[config.mk]
export PLATFORM = sky130hd
export DESIGN_NAME = hci_core_source_v2_flat
export DESIGN_NICKNAME = d
export VERILOG_FILES = /design/src/rtl/hci_core_source_v2_pkg.sv /design/src/rtl/hci_core_source_v2_if.sv /design/src/rtl/hci_core_source_v2_buf.sv /design/src/rtl/hci_core_source_v2.sv /design/src/flat_wrapper.sv
export SDC_FILE = /design/constraint.sdc
export NUM_CORES = 1
export LEC_CHECK = 0
export ABC_AREA = 1
export CORE_UTILIZATION = 58
export DETAILED_ROUTE_END_ITERATION = 16
export GPL_TIMING_DRIVEN = 1
export HOLD_SLACK_MARGIN = 0.15
export PLACE_DENSITY = 0.8
export SLEW_MARGIN = 0
export SYNTH_ARGS = -nofsm -noshare
export SYNTH_HDL_FRONTEND = slang
export SYNTH_SLANG_ARGS = --single-unit
[constraint.sdc]
create_clock -name clk_i -period 4.84 [get_ports clk_i]
set_clock_uncertainty 0.15 [all_clocks]
set_input_delay 0.726 -clock clk_i [delete_from_list [all_inputs] [get_ports clk_i]]
set_output_delay 0.726 -clock clk_i [all_outputs]
set_load 0.01 [all_outputs]
[src/rtl/hci_core_source_v2_pkg.sv]
// hci_core_source_v2_pkg: shared FSM state type for the HCI-Core load streamer.
package hci_core_source_v2_pkg;
  typedef enum logic [1:0] {SRC2_IDLE, SRC2_WORKING, SRC2_DRAIN} hci_source_v2_state_t;
  localparam int unsigned OFFSET_W = 2;
endpackage

[src/rtl/hci_core_source_v2_if.sv]
// hci_core_source_v2_if: address stream, TCDM load port and output stream of the streamer.
interface hci_core_source_v2_if #(
  parameter int unsigned DATA_WIDTH = 32,
  parameter int unsigned TCDM_DW = 64
) ();
  logic addr_valid, addr_ready;
  logic [31:0] addr;
  logic tcdm_req, tcdm_gnt, tcdm_wen, tcdm_r_valid, tcdm_r_ready;
  logic [31:0] tcdm_add;
  logic [TCDM_DW/8-1:0] tcdm_be;
  logic [TCDM_DW-1:0] tcdm_r_data;
  logic stream_valid, stream_ready;
  logic [DATA_WIDTH-1:0] stream_data;
  logic [DATA_WIDTH/8-1:0] stream_strb;
  modport master (
    input addr_valid, addr, tcdm_gnt, tcdm_r_valid, tcdm_r_data, stream_ready,
    output addr_ready, tcdm_req, tcdm_add, tcdm_wen, tcdm_be, tcdm_r_ready,
    output stream_valid, stream_data, stream_strb
  );
  modport slave (
    output addr_valid, addr, tcdm_gnt, tcdm_r_valid, tcdm_r_data, stream_ready,
    input addr_ready, tcdm_req, tcdm_add, tcdm_wen, tcdm_be, tcdm_r_ready,
    input stream_valid, stream_data, stream_strb
  );
endinterface

[src/rtl/hci_core_source_v2_buf.sv]
// hci_core_source_v2_buf: flushable FIFO, registered head (no fall-through).
module hci_core_source_v2_buf #(
  parameter int unsigned WIDTH = 2,
  parameter int unsigned DEPTH = 8
) (
  input  logic             clk_i,
  input  logic             rst_i,
  input  logic             flush_i,
  input  logic             push_i,
  input  logic             pop_i,
  input  logic [WIDTH-1:0] data_i,
  output logic [WIDTH-1:0] data_o,
  output logic             valid_o
);
  localparam int unsigned AW = DEPTH > 1 ? $clog2(DEPTH) : 1;
  localparam int unsigned CW = AW + 1;
  logic [WIDTH-1:0] mem_q [DEPTH];
  logic [AW-1:0] wr_q, rd_q;
  logic [CW-1:0] cnt_q;
  assign valid_o = cnt_q != '0;
  assign data_o = mem_q[rd_q];
  always_ff @(posedge clk_i) begin
    if (rst_i || flush_i) begin
      wr_q <= '0;
      rd_q <= '0;
      cnt_q <= '0;
    end else begin
      wr_q <= push_i ? wr_q + AW'(1) : wr_q;
      rd_q <= pop_i ? rd_q + AW'(1) : rd_q;
      cnt_q <= cnt_q + CW'(push_i) - CW'(pop_i);
    end
  end
  always_ff @(posedge clk_i) begin
    if (push_i && !flush_i) mem_q[wr_q] <= data_i;
  end
endmodule

[src/rtl/hci_core_source_v2.sv]
// hci_core_source_v2: credit-tracked HCI-Core load streamer turning addresses into a realigned data stream.
module hci_core_source_v2
  import hci_core_source_v2_pkg::*;
#(
  parameter int unsigned DATA_WIDTH = 32,
  parameter int unsigned MISALIGNED_ACCESSES = 1,
  parameter int unsigned TCDM_DW = MISALIGNED_ACCESSES != 0 ? DATA_WIDTH + 32 : DATA_WIDTH,
  parameter int unsigned MAX_OUTSTANDING = 8,
  parameter int unsigned TRANS_CNT = 16,
  localparam int unsigned OW = $clog2(MAX_OUTSTANDING) + 1
) (
  input  logic                 clk_i,
  input  logic                 rst_i,
  input  logic                 clear_i,
  input  logic                 enable_i,
  input  logic                 start_i,
  input  logic [TRANS_CNT-1:0] tot_len_i,
  output logic                 ready_start_o,
  output logic                 done_o,
  output logic [OW-1:0]        outstanding_o,
  hci_core_source_v2_if.master bus
);
  hci_source_v2_state_t state_q, state_d;
  logic [TRANS_CNT-1:0] len_q, len_d, req_cnt_q, req_cnt_d, discard_q, discard_d;
  logic [OW-1:0] out_q, out_d, infl_q, infl_d;
  logic gnt, pop, rsp_push, off_valid, rsp_valid;
  logic [OFFSET_W-1:0] off_head, off_eff;
  logic [TCDM_DW-1:0] rsp_head, shifted;

  assign bus.tcdm_req = enable_i && state_q == SRC2_WORKING && bus.addr_valid
                        && out_q < OW'(MAX_OUTSTANDING) && req_cnt_q < len_q;
  assign gnt = bus.tcdm_req && bus.tcdm_gnt;
  assign bus.addr_ready = gnt;
  assign bus.tcdm_add = {bus.addr[31:2], 2'b00};
  assign bus.tcdm_wen = 1'b1;
  assign bus.tcdm_be = '0;
  assign bus.tcdm_r_ready = 1'b1;
  assign rsp_push = bus.tcdm_r_valid && discard_q == '0;
  assign bus.stream_valid = enable_i && off_valid && rsp_valid;
  assign pop = bus.stream_valid && bus.stream_ready;
  assign off_eff = MISALIGNED_ACCESSES != 0 ? off_head : '0;
  assign shifted = rsp_head >> {off_eff, 3'b000};
  assign bus.stream_data = shifted[DATA_WIDTH-1:0];
  assign bus.stream_strb = '1;
  assign ready_start_o = state_q == SRC2_IDLE;
  assign done_o = enable_i && state_q == SRC2_DRAIN && out_q == '0 && discard_q == '0;
  assign outstanding_o = out_q;

  hci_core_source_v2_buf #(.WIDTH(OFFSET_W), .DEPTH(MAX_OUTSTANDING)) i_off_buf (
    .clk_i, .rst_i, .flush_i(clear_i), .push_i(gnt), .pop_i(pop),
    .data_i(bus.addr[1:0]), .data_o(off_head), .valid_o(off_valid)
  );

  hci_core_source_v2_buf #(.WIDTH(TCDM_DW), .DEPTH(MAX_OUTSTANDING)) i_rsp_buf (
    .clk_i, .rst_i, .flush_i(clear_i), .push_i(rsp_push), .pop_i(pop),
    .data_i(bus.tcdm_r_data), .data_o(rsp_head), .valid_o(rsp_valid)
  );

  always_comb begin
    state_d = state_q;
    len_d = len_q;
    req_cnt_d = gnt ? req_cnt_q + TRANS_CNT'(1) : req_cnt_q;
    out_d = out_q + OW'(gnt) - OW'(pop);
    infl_d = infl_q + OW'(gnt) - OW'(rsp_push);
    discard_d = discard_q - TRANS_CNT'(bus.tcdm_r_valid && discard_q != '0);
    if (enable_i) begin
      if (state_q == SRC2_IDLE && start_i) begin
        len_d = tot_len_i;
        req_cnt_d = '0;
        state_d = tot_len_i == '0 ? SRC2_DRAIN : SRC2_WORKING;
      end else if (state_q == SRC2_WORKING && gnt && req_cnt_d == len_q) begin
        state_d = SRC2_DRAIN;
      end else if (done_o) begin
        state_d = SRC2_IDLE;
      end
    end
    // Every response already owed (old discards plus live in-flight) must be dropped after a clear.
    if (clear_i) begin
      state_d = SRC2_IDLE;
      len_d = '0;
      req_cnt_d = '0;
      out_d = '0;
      infl_d = '0;
      discard_d = discard_q + TRANS_CNT'(infl_q) - TRANS_CNT'(bus.tcdm_r_valid);
    end
  end

  always_ff @(posedge clk_i) begin
    if (rst_i) begin
      state_q <= SRC2_IDLE;
      len_q <= '0;
      req_cnt_q <= '0;
      discard_q <= '0;
      out_q <= '0;
      infl_q <= '0;
    end else begin
      state_q <= state_d;
      len_q <= len_d;
      req_cnt_q <= req_cnt_d;
      discard_q <= discard_d;
      out_q <= out_d;
      infl_q <= infl_d;
    end
  end
endmodule

[src/flat_wrapper.sv]
// flat-port wrapper written by rule: the top's interface ports become plain ports
module hci_core_source_v2_flat import hci_core_source_v2_pkg::*;
#(
  parameter int unsigned DATA_WIDTH = 32,
  parameter int unsigned MISALIGNED_ACCESSES = 1,
  parameter int unsigned TCDM_DW = MISALIGNED_ACCESSES != 0 ? DATA_WIDTH + 32 : DATA_WIDTH,
  parameter int unsigned MAX_OUTSTANDING = 8,
  parameter int unsigned TRANS_CNT = 16,
  localparam int unsigned OW = $clog2(MAX_OUTSTANDING) + 1
)
  (clk_i, rst_i, clear_i, enable_i, start_i, tot_len_i, ready_start_o, done_o, outstanding_o, bus_addr_valid, bus_addr, bus_tcdm_gnt, bus_tcdm_r_valid, bus_tcdm_r_data, bus_stream_ready, bus_addr_ready, bus_tcdm_req, bus_tcdm_add, bus_tcdm_wen, bus_tcdm_be, bus_tcdm_r_ready, bus_stream_valid, bus_stream_data, bus_stream_strb);
  hci_core_source_v2_if #(.DATA_WIDTH(DATA_WIDTH), .TCDM_DW(TCDM_DW)) bus_i ();
  input  logic clk_i;
  input  logic rst_i;
  input  logic clear_i;
  input  logic enable_i;
  input  logic start_i;
  input  logic [TRANS_CNT-1:0] tot_len_i;
  output logic ready_start_o;
  output logic done_o;
  output logic [OW-1:0] outstanding_o;
  input wire logic [$bits(bus_i.addr_valid)-1:0] bus_addr_valid;
  input wire logic [$bits(bus_i.addr)-1:0] bus_addr;
  input wire logic [$bits(bus_i.tcdm_gnt)-1:0] bus_tcdm_gnt;
  input wire logic [$bits(bus_i.tcdm_r_valid)-1:0] bus_tcdm_r_valid;
  input wire logic [$bits(bus_i.tcdm_r_data)-1:0] bus_tcdm_r_data;
  input wire logic [$bits(bus_i.stream_ready)-1:0] bus_stream_ready;
  output wire logic [$bits(bus_i.addr_ready)-1:0] bus_addr_ready;
  output wire logic [$bits(bus_i.tcdm_req)-1:0] bus_tcdm_req;
  output wire logic [$bits(bus_i.tcdm_add)-1:0] bus_tcdm_add;
  output wire logic [$bits(bus_i.tcdm_wen)-1:0] bus_tcdm_wen;
  output wire logic [$bits(bus_i.tcdm_be)-1:0] bus_tcdm_be;
  output wire logic [$bits(bus_i.tcdm_r_ready)-1:0] bus_tcdm_r_ready;
  output wire logic [$bits(bus_i.stream_valid)-1:0] bus_stream_valid;
  output wire logic [$bits(bus_i.stream_data)-1:0] bus_stream_data;
  output wire logic [$bits(bus_i.stream_strb)-1:0] bus_stream_strb;
  assign bus_i.addr_valid = bus_addr_valid;
  assign bus_i.addr = bus_addr;
  assign bus_i.tcdm_gnt = bus_tcdm_gnt;
  assign bus_i.tcdm_r_valid = bus_tcdm_r_valid;
  assign bus_i.tcdm_r_data = bus_tcdm_r_data;
  assign bus_i.stream_ready = bus_stream_ready;
  assign bus_addr_ready = bus_i.addr_ready;
  assign bus_tcdm_req = bus_i.tcdm_req;
  assign bus_tcdm_add = bus_i.tcdm_add;
  assign bus_tcdm_wen = bus_i.tcdm_wen;
  assign bus_tcdm_be = bus_i.tcdm_be;
  assign bus_tcdm_r_ready = bus_i.tcdm_r_ready;
  assign bus_stream_valid = bus_i.stream_valid;
  assign bus_stream_data = bus_i.stream_data;
  assign bus_stream_strb = bus_i.stream_strb;
  hci_core_source_v2 #(.DATA_WIDTH(DATA_WIDTH), .MISALIGNED_ACCESSES(MISALIGNED_ACCESSES), .TCDM_DW(TCDM_DW), .MAX_OUTSTANDING(MAX_OUTSTANDING), .TRANS_CNT(TRANS_CNT)) u_core (.clk_i(clk_i), .rst_i(rst_i), .clear_i(clear_i), .enable_i(enable_i), .start_i(start_i), .tot_len_i(tot_len_i), .ready_start_o(ready_start_o), .done_o(done_o), .outstanding_o(outstanding_o), .bus(bus_i));
endmodule
==> flow_metrics.env <==
export IMPL_antenna_found_initial=7
export IMPL_detailed_place_hpwl_um=36790
export IMPL_worstReg2RegStart="u_core.discard_q[0]"
export IMPL_post_dp_cell_area_mm2=0.02638
export IMPL_drive_gt1_share_pct=6.082
export IMPL_crit_fanout=27
export IMPL_crit_top_cell="inv_1"
export IMPL_final_max_slew_viol_count=0
export IMPL_worstPathRequired_ns=3.96
export IMPL_synth_largest_area_cell="edfxtp_1"
export IMPL_synth_seq_cells=548
export IMPL_tns_ns=0
export IMPL_syn2layout_area_growth_pct=14.21
export IMPL_use_met1_pct=35.57
export IMPL_reg2reg_to="u_core.discard_q[14]"
export IMPL_rsz0062_at_grt="false"
export IMPL_grt_usage_pct=27.52
export IMPL_vias_per_cell=6.040
export IMPL_placed_cells=2824
export IMPL_cts_sinks=548
export IMPL_fin_area_mm2=0.02816
export IMPL_worstMarginPinSlew_ns=1.078
export IMPL_clk_transition_reported_paths_ns=0.06
export IMPL_end_kind="output port"
export IMPL_ys_top_cells_by_area="edfxtp_1, dfxtp_1, nor2_1, o21ai_0, nand2_1"
export IMPL_path_cells="inv_1 > nor2_1 > o32ai_1 > inv_1 > o21ai_4 > inv_1 > buf_4 > nand2_1 > nand2_1 > o21ai_0 > clkdlybuf4s50_1"
export IMPL_min_from="u_core.len_q[0]"
export IMPL_max_slew_margin_pct=28.03
export IMPL_cpMaxStageDelayCell="clkdlybuf4s50_1"
export IMPL_cts_tree="done"
export IMPL_drtAntennaViolNets=0
export IMPL_die_width_um=208.2
export IMPL_grtUsageMet2_pct=45.00
export IMPL_port_buffers=123
export IMPL_core_area_mm2=0.04195
export IMPL_drtIter0Drc=1956
export IMPL_p_leak_nw=9.808
export IMPL_start_util_pct=58.79
export IMPL_cpPeakStageDelay_ns=0.61
export IMPL_first_pass_iters=6
export IMPL_critPathArrivalTime_ns=3.75
export IMPL_finalCritPeriodShare_pct=95.67
export IMPL_pwr_density_cell_mw_per_mm2=375.7
export IMPL_final_fill_count=2896
export IMPL_ys_warn_count=0
export IMPL_grt_start_max_net_pins=175
export IMPL_grt_use_met3_pct=5.555
export IMPL_cts_hold_buf=0
export IMPL_final_cell_mix="edfxtp_1, nor2_1, nand2_1, o21ai_0, inv_1"
export IMPL_hold_path_depth=2
export IMPL_maxCapViolations=0
export IMPL_grt_pass1_wl_um=92290
export IMPL_place_gp_congestion=0.9206
export IMPL_final_common_cell="edfxtp_1"
export IMPL_rrSetupSlack_ns=1.31
export IMPL_root_buffer="clkbuf_16"
export IMPL_startpoint_type="flop"
export IMPL_vias=17690
export IMPL_fin_nets=2537
export IMPL_wire_per_inst_um=20.57
export IMPL_die_h_um=208.2
export IMPL_netlist_area_mm2=0.02466
export IMPL_setup_viol=0
export IMPL_clockBufferDepth=3
export IMPL_grt_pass1_vias=17220
export IMPL_overflow=0
export IMPL_rows=75
export IMPL_die_area_mm2=0.04334
export IMPL_drt_wl_total_um=60230
export IMPL_fin_cells=2928
export IMPL_synth_seq_area_share_pct=63.32
export IMPL_ff2ff_path_depth=18
export IMPL_clkLatencyLatePin_ns=0.60
export IMPL_max_freq_mhz=216.0
export IMPL_outcome="complete, no violations"
export IMPL_syn_mean_instance_area_um2=10.86
export IMPL_numCtsBuffers=53
export IMPL_syn_inst=2270
export IMPL_finalCriticalPeriod_ns=4.630
export IMPL_synth_cell_type_count=44
export IMPL_synth_top_area_share_pct=56.50
export IMPL_finalHoldViolations=0
export IMPL_hp_class="flop to flop"
export IMPL_htreeDepth=2
export IMPL_num_io_pins=208
export IMPL_busiest_layer="met2"
export IMPL_ir_drop_v=0.0003680
export IMPL_worst_setup_path_type="flop to output port"
export IMPL_drc=0
export IMPL_whs_endpoint="u_core.len_q[0]"
==> cell usage after synthesis <==
cell type / n
o22ai_1: 3
o32ai_1: 81
or2_2: 2
o221ai_1: 35
mux2i_1: 35
o21bai_1: 1
conb_1: 2
dfxtp_1: 84
o21a_1: 2
clkinv_1: 2
a21oi_1: 75
xor2_1: 26
nand3b_1: 1
and2_1: 1
inv_1: 147
a31oi_1: 4
xnor2_1: 1
nor2_4: 1
buf_2: 7
nand2_1: 283
nor2_1: 386
ha_1: 70
nand2_2: 8
a41oi_1: 1
buf_6: 2
buf_1: 6
nor3_2: 2
o211ai_1: 4
o21ai_0: 235
nand3_2: 2
edfxtp_1: 464
a21boi_0: 1
nand3_1: 86
nor4_1: 9
clkbuf_1: 101
inv_2: 1
fa_1: 5
buf_4: 47
inv_6: 1
nor3_1: 11
and3_1: 2
o21ai_1: 2
a211oi_1: 10
nand4_1: 21
==> cell families (layout without fill, tap and decap cells) <==
logic type | Yosys count | in the layout | synth area share, %
adders and majority gates | 75 | 75 | 3.958
DFF | 548 | 548 | 63.32
other | 2 | 21 | 0.03046
muxes | 35 | 35 | 1.421
AOI/OAI and AO/OA | 454 | 454 | 11.21
and+or+nand+nor | 815 | 815 | 13.48
buffers and inverters | 314 | 414 | 5.612
xor gates and xnor gates | 27 | 27 | 0.9590
==> stage by stage <==
step | setup WS, ns | hold slack [ns] | utilization, % | power [mW]
after CTS | 0.1935 | 0.3405 | 67.04 | 10.60
final | 0.2096 | 0.3390 | 67.14 | 10.58
after detailed placement | 0.5964 | 0.3317 | 62.89 | 6.519
after global routing | 0.005800 | 0.3627 | 67.13 | 10.96
after global placement | 0.6959 | 0.3125 | 62.89 | 6.466
after floorplan | 0.4477 | 0.3024 | - | 6.209
==> report_power, final <==
part	switching (mW)	internal, mW
registers	0.0483	5.19
clock network	1.71	2.41
logic	0.758	0.461
==> sequential cells by signal (all words and copies together) (netlist names), named ones only <==
signal	cells
u_core.i_rsp_buf.wr_q	3
u_core.i_off_buf.rd_q	3
u_core.i_rsp_buf.cnt_q	4
u_core.req_cnt_q	16
u_core.state_q	2
u_core.infl_q	4
u_core.outstanding_o	4
u_core.len_q	16
u_core.i_rsp_buf.rd_q	3
u_core.i_rsp_buf.mem_q	448
u_core.i_off_buf.cnt_q	4
u_core.i_off_buf.mem_q	16
u_core.i_off_buf.wr_q	3
u_core.discard_q	16
==> layer usage <==
layer  routed length (µm)  vias to the layer above
met3                 5450                      147
li1                     -                     8159
met5                   61                        -
met1                23430                     8480
met2                29240                      893
met4                 2048                        6
==> critical path, delay by kind of cell (launching register included) <==
family,cells,cell delay [ns]
buf+inv,5,1.80
compound gates,3,0.73
simple gates,3,0.21
flops,1,0.39
==> area by class of cell <==
type / instances / area [µm²] / area share [%]
Sequential cell: 548 / 15630 / 55.49
Multi-Input combinational cell: 1422 / 7787 / 27.65
Timing Repair Buffer: 165 / 1742 / 6.184
Clock buffer: 72 / 1448 / 5.140
Tap cell: 539 / 674.4 / 2.395
Inverter: 151 / 576.8 / 2.048
Clock inverter: 26 / 295.3 / 1.049
Antenna cell: 5 / 12.51 / 0.04443
==> worst max-delay path by stage <==
stage,endpoint,slack (ns),depth (start not counted)
6_report,bus_stream_data[7],0.21,11
3_3_place_gp,u_core.discard_q[14],0.70,18
2_1_floorplan,u_core.i_rsp_buf.mem_q[1][0],0.45,8
5_1_grt,bus_stream_data[7],0.006,11
4_1_cts,bus_stream_data[6],0.19,8
3_5_place_dp,u_core.discard_q[14],0.60,18
==> repair_timing <==
item,in CTS,in global routing
gates resized for setup,0,0
setup endpoints to repair,0,2
buffers inserted,0,1
(Power assumes the default switching activity.)
